<file path="src/rtl/mem1.sv">
// mem1: MEM1 pipeline stage with load data extraction, stall hold buffer and forwarding bus
module mem1 #(
    parameter int EX2MEM1_WD = 117,
    parameter int MEM12WB_WD = 105,
    parameter int BYPASS_WD  = 38
) (
    input  logic                  clk,
    input  logic                  rst_n,
    input  logic [5:0]            stall,
    input  logic [EX2MEM1_WD-1:0] ex2mem1_bus,
    input  logic [31:0]           data_sram_rdata,
    output logic [MEM12WB_WD-1:0] mem12wb_bus,
    output logic [BYPASS_WD-1:0]  mem12rf_bus,
    output logic                  mem1_is_load
);
    logic [EX2MEM1_WD-1:0] pipe_q, pipe_d;
    logic [31:0]           hold_q, hold_d;
    logic                  held_q, held_d;
    logic [7:0]            lsu_op;
    logic [3:0]            sel;
    logic [31:0]           ex_result, rdata, load_data, result;
    logic [7:0]            lane_b;
    logic [15:0]           lane_h;
    logic                  ok_b, ok_h;
    logic                  unused_store_ops;

    assign lsu_op    = pipe_q[116:109];
    assign sel       = pipe_q[108:105];
    assign ex_result = pipe_q[95:64];
    assign unused_store_ops = ^lsu_op[7:5];

    // Next state: capture or bubble clears the hold buffer; the first held-stall edge freezes read data
    always_comb begin
        pipe_d = pipe_q;
        hold_d = hold_q;
        held_d = held_q;
        if (!stall[4]) begin
            pipe_d = ex2mem1_bus;
            held_d = 1'b0;
        end else if (!stall[5]) begin
            pipe_d = '0;
            held_d = 1'b0;
        end else if (!held_q) begin
            held_d = 1'b1;
            hold_d = data_sram_rdata;
        end
    end

    // Stage register and hold buffer, synchronous active-low reset
    always_ff @(posedge clk) begin
        if (!rst_n) begin
            pipe_q <= '0;
            hold_q <= '0;
            held_q <= 1'b0;
        end else begin
            pipe_q <= pipe_d;
            hold_q <= hold_d;
            held_q <= held_d;
        end
    end

    assign rdata  = held_q ? hold_q : data_sram_rdata;
    assign lane_b = sel == 4'b0001 ? rdata[7:0]   :
                    sel == 4'b0010 ? rdata[15:8]  :
                    sel == 4'b0100 ? rdata[23:16] :
                    sel == 4'b1000 ? rdata[31:24] : 8'h0;
    assign ok_b   = sel == 4'b0001 || sel == 4'b0010 || sel == 4'b0100 || sel == 4'b1000;
    assign lane_h = sel == 4'b0011 ? rdata[15:0] : sel == 4'b1100 ? rdata[31:16] : 16'h0;
    assign ok_h   = sel == 4'b0011 || sel == 4'b1100;

    // Invalid lane patterns fall through to zero load data
    always_comb begin
        load_data = '0;
        if (lsu_op[0] && ok_b)
            load_data = {{24{lane_b[7]}}, lane_b};
        else if (lsu_op[1] && ok_b)
            load_data = {24'h0, lane_b};
        else if (lsu_op[2] && ok_h)
            load_data = {{16{lane_h[15]}}, lane_h};
        else if (lsu_op[3] && ok_h)
            load_data = {16'h0, lane_h};
        else if (lsu_op[4] && sel == 4'b1111)
            load_data = rdata;
    end

    assign result       = pipe_q[103] ? load_data : ex_result;
    assign mem12wb_bus  = {pipe_q[104:96], result, pipe_q[63:0]};
    assign mem12rf_bus  = {pipe_q[101:96], result};
    assign mem1_is_load = |lsu_op[4:0];
endmodule
</file>
<file path="config.mk">
export PLATFORM = sky130hd
export DESIGN_NAME = mem1
export DESIGN_NICKNAME = d
export VERILOG_FILES = /design/src/rtl/mem1.sv
export SDC_FILE = /design/constraint.sdc
export NUM_CORES = 1
export LEC_CHECK = 0
export CORE_ASPECT_RATIO = 1.75
export CORE_MARGIN = 2
export CORE_UTILIZATION = 35
export DETAILED_ROUTE_END_ITERATION = 10
export PLACE_DENSITY = 0.68
export REMOVE_ABC_BUFFERS = 1
export SYNTH_ARGS = -nofsm -noshare
export SYNTH_HDL_FRONTEND = slang
export SYNTH_SLANG_ARGS = --single-unit
</file>
<file path="constraint.sdc">
create_clock -name clk -period 5 [get_ports clk]
set_clock_uncertainty 0.2 [all_clocks]
set_input_delay 1 -clock clk [delete_from_list [all_inputs] [get_ports clk]]
set_output_delay 1 -clock clk [all_outputs]
set_load 0.005 [all_outputs]
</file>
==> Word-level counts from Yosys, hierarchy flattened <==
Cells that the tools add are included.
{ "classes": {"n_addsub": 0, "n_reduce_logical": 12, "div": 0, "magnitude_cmp": 0, "bitwise_logic": 0, "n_mux": 16, "mul": 0, "shifts": 0, "eq_ne": 8} }
{ "op_table": {"columns": ["operator", "n"], "rows": [
  ["114-bit two-way mux", 2],
  ["32-bit two-way mux", 7],
  ["16-bit two-way mux", 2],
  ["8-bit two-way mux", 4],
  ["4-bit == test, second input constant", 3],
  ["4-bit by 2-bit == test with 1-bit output, second input constant", 2],
  ["1-bit logical AND", 5],
  ["5-bit OR reduction", 1],
  ["4-bit by 1-bit == test with 1-bit output, second input constant", 1],
  ["4-bit by 3-bit == test with 1-bit output, second input constant", 1],
  ["1-bit logical OR", 4],
  ["2-bit AND reduction", 2],
  ["2-bit inequality test, second input constant", 1],
  ["1-bit two-way mux", 1]
]} }
{ "word_totals": {"mem_count": 0, "word_cells": 39, "inputBits": 157, "regBits": 147, "mem_bits_ro": 0, "latchBits": 0, "ramBits": 0} }

==> Logic depth before layout (Yosys ltp) <==
Gate-level depths: netlist of run 1.
{ "depth": {"word_depth": 8, "ltp_mapped": 9} }

==> Least setup slack after synthesis of run 1 <==
OpenSTA, ideal clock, no wires.
{ "synth_path": {"path_type": "input to output", "startpoint": "input data_sram_rdata[15]", "endpoint": "output mem12wb_bus[85]", "arrival_ps": 2192, "setup_slack_ps": 1608, "path_stages": 7, "path_cell_list": "mux2i_1 or3_4 a21boi_4 buf_6 nor2_1 o221ai_2 buf_4"} }
{ "synth_between": {"elab_chain_cells": 6} }
{ "synth_lines": {"columns": ["element", "line_no", "text"], "rows": [
  ["from (decl)", "11", "input logic [31:0] data_sram_rdata,"],
  ["32-bit two-way mux (*)", null, null],
  ["16-bit two-way mux", "68", "assign lane_h = sel == 4'b0011 ? rdata[15:0] : sel == 4'b1100 ? rdata[31:16] : 16'h0;"],
  ["32-bit two-way mux", "78", "else if (lsu_op[2] && ok_h)"],
  ["32-bit two-way mux", "76", "else if (lsu_op[1] && ok_b)"],
  ["32-bit two-way mux (*)", "74", "if (lsu_op[0] && ok_b)"],
  ["32-bit two-way mux (*)", "86", "assign result = pipe_q[103] ? load_data : ex_result;"],
  ["to (decl)", "12", "output logic [MEM12WB_WD-1:0] mem12wb_bus,"]
]} }
Mark *: on every way between the ends. The rest lies on a longest branch, timed or not.

==> Final worst setup path of run 1 <==
{ "layout_path": {"startpoint": "input data_sram_rdata[23]", "endpoint": "output mem12rf_bus[17]"} }
{ "layout_between": {"elab_chain_cells": 6} }
{ "layout_lines": {"columns": ["element", "line_no", "text"], "rows": [
  ["32-bit two-way mux", null, null],
  ["8-bit two-way mux", "65", "sel == 4'b0100 ? rdata[23:16] :"],
  ["8-bit two-way mux", "64", "sel == 4'b0010 ? rdata[15:8] :"],
  ["8-bit two-way mux", "63", "assign lane_b = sel == 4'b0001 ? rdata[7:0] :"],
  ["32-bit two-way mux", "74", null],
  ["32-bit two-way mux", "86", null],
  ["to (decl)", "13", "output logic [BYPASS_WD-1:0] mem12rf_bus,"]
]} }
Every way passes these cells.

==> summary.md, run 1 <==
| Metric | Value |
|---|---|
| Status | `finished clean` |
| Cells resized by post-CTS repair | `0` |
| CP top delay family | `buffers and inverters` |
| Setup CP Type | `in2out` |
| CP Max Fanout | `15` |
| Fin. max-slew vios | `0` |
| Syn_area_per_cell | `9.90 um2` |
| Setup violations, final | `0` |
| TritonRoute pass-1 iters | `4` |
| Worst Hold Depth | `1` |
| Initial Util | `35.3%` |
| RSZ-0062 raised after global routing | `false` |
| CTS Buf Count | `17` |
| Critical path, cell by cell | `clkdlybuf4s50_1 -> mux2i_1 -> or4b_1 -> o211ai_2 -> nand3_4 -> buf_4 -> o221ai_1 -> clkdlybuf4s50_1` |
| First-pass GRT wire length | `30900 um` |
| Count of cells along the worst register-to-register path | `4` |
| FP Rows | `69` |
| CP dominant cell by count | `clkdlybuf4s50_1` |
| Slowest cell on crit path | `clkdlybuf4s50_1` |
| Fin crit share | `93.5%` |
| Setup crit start kind | `primary input` |
| Met3 Use GR | `4.59%` |
| Port Buf Inserts | `293` |
| Critical Path Stages | `8` |
| Drt total wl | `20700 um` |
| Maximum VDD drop | `214 uV` |
| CTS Hold Buffers Added | `0` |
| Worst-Margin Slew | `632 ps` |
| Crit path from | `data_sram_rdata[23]` |
| Largest net degree at the start of global routing | `116` |
| # Post-CTS Setup Buffers | `0` |
| Total global routing overflow | `0` |
| Layout area overhead | `41.0%` |
| Initial drt markers | `240` |
| Clk buf depth | `2` |
| HPWL after DPL | `14600 um` |
| All-Layer GR Usage | `18.5%` |
| Final hold viol count | `0` |
| Crit end category | `primary output` |
| Most common cell after layout, fill and taps aside | `clkdlybuf4s50_1` |
| Vias in the first global route | `5705` |
| CTS tree | `built` |
| Max Fclk | `214 MHz` |
| Part of the Yosys area used for sequential elements | `41.4%` |
| Post-DR wirelength/cell | `18.2 um` |
| Arr. time, crit path | `3470 ps` |
| Worst r2r src | `held_q` |
| Power Density | `316 nW/um2` |
| Die area | `21500 um2` |
| CP Buf/Inv Count | `3` |
| Post-synth cell types | `50` |
| Commonest cells after routing, fill and taps aside | `293 x clkdlybuf4s50_1, 145 x dfxtp_1, 114 x a22o_1` |
| Seq cells post-synth | `147` |
| Critical Path RT | `3800 ps` |
| Initial antenna violation count | `3` |
| Die span in x | `112 um` |
| CTS clock-pin slew for the worst setup and hold paths | `60 ps` |
| Max cap viols | `0` |
| Clk Latency, worst-skew pair | `420 ps` |
| Fin util | `49.8%` |
| Delay of the slowest critical-path stage | `560 ps` |
| # DRC | `0` |
| RD Place Congestion | `0.783` |
| PnR Total Power | `0.00316 W` |
| IO Pins | `301` |
| Routed vias | `5797` |
| HP Start | `pipe_q[3]` |
| Post-layout minimum cycle time | `4670 ps` |
| Met1 usage | `20.9%` |
| GRT met2 Usage | `32.0%` |
| Routed Antenna Nets | `0` |
| Min-Delay Path Class | `reg2reg` |
| Root Buffer | `clkbuf_16` |
| Gate Count Post-Synth | `717` |
| Yosys synthesis warning count | `0` |
| TritonCTS Sinks | `147` |
| Die Span Y | `192 um` |
| Final #Nets | `1025` |
| H-tree depth | `4` |
| Layout cells sized above 1 | `8.74%` |
| Core area | `20100 um2` |
| Cell Area, Synth | `7100 um2` |
| Leak | `3.94 nW` |
| Drt via density | `5.11` |
| Placed inst area | `9340 um2` |
| Gr busiest metal | `met2` |
| Design Area, Final | `10000 um2` |
| Relative slew slack | `57.8%` |
-- final cells by class --
class	instances	area (um2)
fill	1856	10100
multi-input combinational	381	2980
inverter	16	60.1
clock buffer	20	467
sequential	147	2950
timing repair buffer	305	3050
tap	248	310
antenna	5	12.5
clock inverter	12	190
-- state kept, by name, indices dropped and copies added (netlist names) --
name	cells
held_q	1
pipe_q	114
hold_q	32
-- kinds of logic after synthesis --
family,after synthesis,synth area share [%]
compound gates,210,26.0
simple gates,122,8.83
buf+inv,189,16.8
flops,147,41.4
mux,48,6.78
xor+xnor,1,0.123
-- cells in the mapped netlist (all sizes together) --
library cell	n	area share, %
a211oi	1	0.11
a21boi	2	0.37
a21o	1	0.21
a21oi	8	0.56
a22o	114	14
a32oi	1	0.12
and2	1	0.088
and3	3	0.26
buf	126	13
clkbuf	47	2.5
dfxtp	147	41
inv	16	0.85
mux2	1	0.16
mux2i	47	6.6
nand2	37	2.1
nand2b	2	0.18
nand3	3	0.39
nand3b	1	0.11
nor2	35	2.2
nor2b	8	0.70
nor3	22	1.6
nor4bb	1	0.14
o211a	25	3.5
o211ai	2	0.28
o21ai	16	1.1
o221ai	16	3.0
o22a	1	0.12
o22ai	14	1.2
o311a	1	0.30
o32ai	8	0.99
or2	2	0.18
or3	2	0.25
or4	1	0.11
or4b	4	0.56
xnor2	1	0.12
-- worst register-to-register path: cells and delay by family, from the launching register on --
kind	cells	cell delay, ps
muxes	1	250
and+or+nand+nor	2	580
buffers and inverters	1	470
DFF	1	420
-- path summary, 6_finish.rpt --
kind	end	slack [ps]
hold reg to reg	pipe_q[3]	270
hold / removal	pipe_q[3]	270
setup reg to reg	hold_q[10]	2970
setup / recovery	mem12rf_bus[17]	330
-- power breakdown --
group / switching [W] / internal, W
Sequential: 0.0000385 / 0.00123
Clock: 0.000525 / 0.000886
Combinational: 0.000180 / 0.000297
Total: 0.000744 / 0.00242
-- metal layers --
layer	wire length, um	share of wire [%]	vias up
li1	-	-	2812
met1	7860	38	2728
met2	10900	53	214
met3	1150	5.6	43
met4	719	3.5	0
met5	0	0	-
-- through the flow --
stage | hold WS (ps) | setup WS [ps] | setup TNS, ps | instances
after floorplan | 234 | -531 | -60480 | 544
after global placement | 252 | 312 | 0 | 1097
after detailed placement | 253 | 277 | 0 | 1097
after CTS | 276 | 286 | 0 | 1129
after global routing | 285 | 207 | 0 | 1132
final | 271 | 326 | 0 | 1134
Power figures use the tool's default switching activity.
==> inputs of run 2 (changes only) <==
SETUP_SLACK_MARGIN = 0.3   (was default)
SLEW_MARGIN = 30   (was default)
==> summary.md, run 2 (synthesized netlist as in run 1, its figures left out) <==
| Metric | Value |
|---|---|
| Die span in x | `112 um (unchanged)` |
| Drt total wl | `20700 um (+0.31%)` |
| All-Layer GR Usage | `18.5% (about the same)` |
| Final hold viol count | `0 (unchanged)` |
| First-pass GRT wire length | `31000 um (about the same)` |
| Layout area overhead | `41.8%` |
| Core area | `20100 um2 (unchanged)` |
| CP dominant cell by count | `clkdlybuf4s50_1` |
| Clk buf depth | `2 (unchanged)` |
| Most common cell after layout, fill and taps aside | `clkdlybuf4s50_1` |
| Leak | `3.96 nW (+0.67%)` |
| Initial antenna violation count | `3 (unchanged)` |
| CTS Hold Buffers Added | `0 (unchanged)` |
| Power Density | `314 nW/um2 (-0.53%)` |
| CP Max Fanout | `15 (unchanged)` |
| RD Place Congestion | `0.783 (unchanged)` |
| CP top delay family | `buffers and inverters` |
| Largest net degree at the start of global routing | `116 (unchanged)` |
| # DRC | `0 (unchanged)` |
| Worst-Margin Slew | `640 ps (+7.80 ps)` |
| Status | `finished clean` |
| Total global routing overflow | `0 (unchanged)` |
| CTS tree | `built` |
| Biggest regs | `pipe_q: 114 flops, hold_q: 32 flops, held_q: 1 flops` |
| Max Fclk | `222 MHz (+3.6%)` |
| Slowest cell on crit path | `clkdlybuf4s50_1` |
| Max FFs per register | `114 (unchanged)` |
| Setup crit start kind | `primary input` |
| HPWL after DPL | `14600 um (unchanged)` |
| H-tree depth | `4 (unchanged)` |
| IO Pins | `301 (unchanged)` |
| Clk Latency, worst-skew pair | `420 ps (about the same)` |
| Setup CP Type | `in2out` |
| Arr. time, crit path | `3310 ps (-160 ps)` |
| CP Buf/Inv Count | `3 (unchanged)` |
| Die area | `21500 um2 (unchanged)` |
| Maximum VDD drop | `214 uV (-0.14%)` |
| Non-Filler Instances | `1139 (+0.44%)` |
| Post-layout minimum cycle time | `4510 ps (-163 ps)` |
| Final #Nets | `1030 (+0.49%)` |
| Root Buffer | `clkbuf_16` |
| Critical path, cell by cell | `clkdlybuf4s50_1 -> mux2i_1 -> or4b_1 -> o211ai_2 -> nand3_4 -> buf_6 -> o221ai_1 -> clkdlybuf4s50_1` |
| Layout cells sized above 1 | `9.26% (+0.52 points)` |
| Port Buf Inserts | `293 (unchanged)` |
| TritonCTS Sinks | `147 (unchanged)` |
| Initial Util | `35.3% (unchanged)` |
| RSZ-0062 raised after global routing | `false` |
| Initial drt markers | `244 (+1.7%)` |
| Routed vias | `5825 (+0.48%)` |
| Delay of the slowest critical-path stage | `560 ps (about the same)` |
| Dpl cells | `1097 (unchanged)` |
| Min-Delay Path Class | `reg2reg` |
| Biggest register | `pipe_q` |
| Crit end category | `primary output` |
| Die Span Y | `192 um (unchanged)` |
| FILL cells | `1849 (-0.38%)` |
| Fin crit share | `90.2% (-3.3 points)` |
| Relative slew slack | `57.3% (-0.52 points)` |
| Crit path from | `data_sram_rdata[23]` |
| Vias in the first global route | `5704 (-0.018%)` |
| Worst r2r src | `held_q` |
| Commonest cells after routing, fill and taps aside | `293 x clkdlybuf4s50_1, 145 x dfxtp_1, 114 x a22o_1` |
| HP Start | `pipe_q[90]` |
| Fin. max-slew vios | `0 (unchanged)` |
| FP Rows | `69 (unchanged)` |
| Critical Path RT | `3800 ps (about the same)` |
| TritonRoute pass-1 iters | `5 (+1)` |
| CTS Buf Count | `17 (unchanged)` |
| Setup violations, final | `0 (unchanged)` |
| CTS clock-pin slew for the worst setup and hold paths | `60 ps (about the same)` |
| Drt via density | `5.11 (about the same)` |
| Max cap viols | `0 (unchanged)` |
| Post-DR wirelength/cell | `18.2 um (-0.13%)` |
| Routed Antenna Nets | `0 (unchanged)` |
| Fin util | `50.0% (+0.27 points)` |
-- run 2: cell types whose count changed in the layout (fill, tap and decap cells not counted), sizes merged --
cell	before	now
buf	12	17
-- run 2: repair_timing --
| item | in CTS | in global routing |
|---|---|---|
| cloned | 0 | 0 |
| endpoints found under the setup margin | 4 | 10 |
| resized for setup | 1 | 0 |
| pin swaps | 0 | 2 |
| setup buffers | 0 | 5 |
-- run 2: layout make-up --
type	count	area (um2)	area share [%]
repair buffers	310	3100	30.8
multi-input cells	381	2980	29.6
flip-flops and latches	147	2950	29.3
clock buffers	20	467	4.64
well taps	248	310	3.08
clock inverters	12	190	1.89
inverters	16	60.1	0.597
diodes	5	12.5	0.124
-- run 2: report_power, final --
| group | internal (W) | switching [W] | total, W |
|---|---|---|---|
| Sequential | 0.00123 | 0.0000385 | 0.00127 |
| Combinational | 0.000297 | 0.000181 | 0.000478 |
| Clock | 0.000886 | 0.000525 | 0.00141 |
| Total | 0.00242 | 0.000744 | 0.00316 |
-- run 2: worst register-to-register path: cells and delay by family, from the launching register on --
family / cells / cell delay, ps
multiplexers: 1 / 250
buffers and inverters: 1 / 480
flip-flops: 1 / 420
AND/OR/NAND/NOR: 2 / 580
-- run 2: metrics by stage --
step	hold slack, ps	setup TNS, ps	worst slack (ps)	cell area, um2	power (W)
3_3_place_gp	252	0	312	9340	0.00177
2_1_floorplan	234	-60480	-531	5970	0.00147
3_5_place_dp	253	0	277	9340	0.00178
4_1_cts	276	0	336	10000	0.00320
5_1_grt	285	0	365	10100	0.00329
6_report	270	0	489	10100	0.00316
-- run 2: path summary, 6_finish.rpt --
path / slack (ps) / endpoint / cells past startpoint
setup / recovery: 490 / mem12rf_bus[17] / 8
hold / removal: 270 / pipe_q[90] / 1
setup reg to reg: 2970 / hold_q[10] / 4
hold reg to reg: 270 / pipe_q[90] / 1
-- run 2: layer usage --
metal | wire length (um) | global-route usage [%]
met4 | 675 | 10.2
met5 | 0 | 0
met3 | 1080 | 4.59
met1 | 7950 | 21.0
met2 | 11000 | 32.0
==> inputs of run 3 (changes only) <==
DONT_BUFFER_PORTS = 1   (was default)
PLACE_DENSITY = default   (was 0.68)
SLEW_MARGIN = 20   (was 30)
clock period = 4.3 ns   (was 5 ns; I/O delays follow)
==> summary.md, run 3 (synthesized netlist as in run 1, its figures left out) <==
| Metric | Value |
|---|---|
| CTS clock-pin slew for the worst setup and hold paths | `60 ps (about the same)` |
| HPWL after DPL | `13500 um (-7.8%)` |
| Post-layout minimum cycle time | `3840 ps` |
| Worst-Margin Slew | `1080 ps (+438 ps)` |
| Fin Setup TNS | `0 ps (unchanged)` |
| TritonRoute pass-1 iters | `5 (unchanged)` |
| Final hold viol count | `0 (unchanged)` |
| Largest net degree at the start of global routing | `78 (-33%)` |
| Die span in x | `112 um (unchanged)` |
| Core area | `20100 um2 (unchanged)` |
| Fin crit share | `89.4%` |
| Combinational power share | `8.2% (-6.9 points)` |
| Biggest register | `pipe_q` |
| H-tree depth | `4 (unchanged)` |
| All-Layer GR Usage | `17.3% (-1.3 points)` |
| CTS Hold Buffers Added | `0 (unchanged)` |
| PnR Total Power | `0.00327 W (+3.6%)` |
| Setup crit start kind | `flip-flop` |
| RSZ-0062 raised after global routing | `true` |
| Final #Nets | `731 (-29%)` |
| Commonest cells after routing, fill and taps aside | `145 x dfxtp_1, 114 x a22o_1, 47 x mux2i_1` |
| Routed Antenna Nets | `0 (unchanged)` |
| Port Buf Inserts | `0 (-100%)` |
| Sequential Area | `2950 um2 (unchanged)` |
| Clock Power Share | `46.2% (+1.6 points)` |
| FILL cells | `2012 (+8.8%)` |
| Maximum VDD drop | `327 uV (+53%)` |
| Switching part of the total | `25.4% (+1.9 points)` |
| Clk Latency, worst-skew pair | `420 ps (about the same)` |
| Design Area, Final | `7010 um2 (-30%)` |
| Clk buf depth | `2 (unchanged)` |
| Sequential power share | `45.6% (+5.3 points)` |
| Initial drt markers | `312 (+28%)` |
| FP Rows | `69 (unchanged)` |
| Setup CP Type | `reg2out` |
| Initial Util | `35.3% (unchanged)` |
| Layout area overhead | `-1.30%` |
| Layout cells sized above 1 | `13.1% (+3.9 points)` |
| Max Fclk | `260 MHz` |
| Critical path, cell by cell | `or4b_1 -> o311a_4 -> nor2_8 -> nand3_4 -> o221ai_1 -> buf_4` |
| Routed vias | `4947 (-15%)` |
| Die area | `21500 um2 (unchanged)` |
| Setup violations, final | `0 (unchanged)` |
| CTS tree | `built` |
| Delay of the slowest critical-path stage | `720 ps (+160 ps)` |
| Relative slew slack | `28.1% (-29 points)` |
| Drt via density | `5.92 (+16%)` |
| Crit end category | `primary output` |
| Int Power | `0.00244 W (+0.99%)` |
| Most common cell after layout, fill and taps aside | `dfxtp_1` |
| IO Pins | `301 (unchanged)` |
| Vias in the first global route | `4969 (-13%)` |
| Arr. time, crit path | `2780 ps (-530 ps)` |
| Max cap viols | `0 (unchanged)` |
| Fin. max-slew vios | `0 (unchanged)` |
| Min-Delay Path Class | `reg2reg` |
| Fin util | `34.8% (-15 points)` |
| Root Buffer | `clkbuf_16` |
| Post-DR wirelength/cell | `22.9 um (+26%)` |
| Initial antenna violation count | `1 (-2)` |
| Multi-input gate area | `3000 um2 (+0.71%)` |
| Placed inst area | `6380 um2 (-32%)` |
| # DRC | `0 (unchanged)` |
| Power Density | `467 nW/um2 (+49%)` |
| Drt total wl | `19200 um (-7.7%)` |
| Slowest cell on crit path | `or4b_1` |
| P_sw | `0.000833 W (+12%)` |
| First-pass GRT wire length | `28600 um (-7.6%)` |
| CTS Buf Count | `17 (unchanged)` |
| CP Max Fanout | `13 (-2)` |
| Total global routing overflow | `0 (unchanged)` |
| Biggest regs | `pipe_q: 114 flops, hold_q: 32 flops, held_q: 1 flops` |
| Non-Filler Instances | `836 (-27%)` |
| Critical Path RT | `3240 ps (-560 ps)` |
| TritonCTS Sinks | `147 (unchanged)` |
| Status | `finished clean` |
| Leak | `2.81 nW (-29%)` |
| RD Place Congestion | `0.837 (+6.9%)` |
| Dpl cells | `802 (-27%)` |
| Max FFs per register | `114 (unchanged)` |
| Die Span Y | `192 um (unchanged)` |
[run 3: cell count changes in the layout (fill, tap and decap cells not counted), sizes merged, moves of 2 or more]
| cell | change |
|---|---|
| buf | -7 |
| clkdlybuf4s50 | -293 |
| diode | -4 |
| bufinv | -2 |
| inv | -2 |
| clkinv | +4 |
[run 3: power by group through the flow]
stage | sequential [W] | combinational, W | clock [W]
after global routing | 0.00150 | 0.000295 | 0.00160
after floorplan | 0.00151 | 0.000201 | 0
after CTS | 0.00149 | 0.000271 | 0.00154
after global placement | 0.00152 | 0.000258 | 0
after detailed placement | 0.00152 | 0.000268 | 0
final | 0.00149 | 0.000270 | 0.00151
[run 3: path summary, 6_finish.rpt]
kind | from | to | slack, ps | cells past startpoint
setup / recovery | pipe_q[106] | mem12rf_bus[18] | 460 | 6
hold / removal | pipe_q[112] | pipe_q[112] | 270 | 1
setup reg to reg | held_q | hold_q[9] | 2280 | 4
hold reg to reg | pipe_q[112] | pipe_q[112] | 270 | 1
[run 3: critical path: cells and delay by family (launching register included)]
family                 cells  cell delay, ps
and+or+nand+nor            3            1130
DFF                        1             590
AOI/OAI and AO/OA          2             460
buffers and inverters      1             180
[run 3: repair_timing]
item	in CTS	in global routing
gates cloned	1	0
setup buffers	0	0
endpoints found under the setup margin	2	24
resized for setup	1	1
[run 3: layer usage]
metal  global-route usage, %  wire [um]
met1                    19.0       7150
met2                    30.2      10100
met3                    4.21       1070
met4                    10.0        817
met5                       0          0
[run 3: area by class of cell]
cell class / count / area share [%]
well taps: 248 / 4.43
diodes: 1 / 0.0357
multi-input cells: 382 / 42.8
clock buffers: 19 / 6.46
repair buffers: 10 / 1.25
flip-flops and latches: 147 / 42.0
clock inverters: 13 / 2.11
inverters: 16 / 0.857
[run 3: stage by stage]
stage | hold slack, ps | setup WS (ps)
after floorplan | 234 | -1090
final | 268 | 457
after global placement | 256 | 753
after CTS | 273 | 277
after detailed placement | 252 | 703
after global routing | 281 | 296
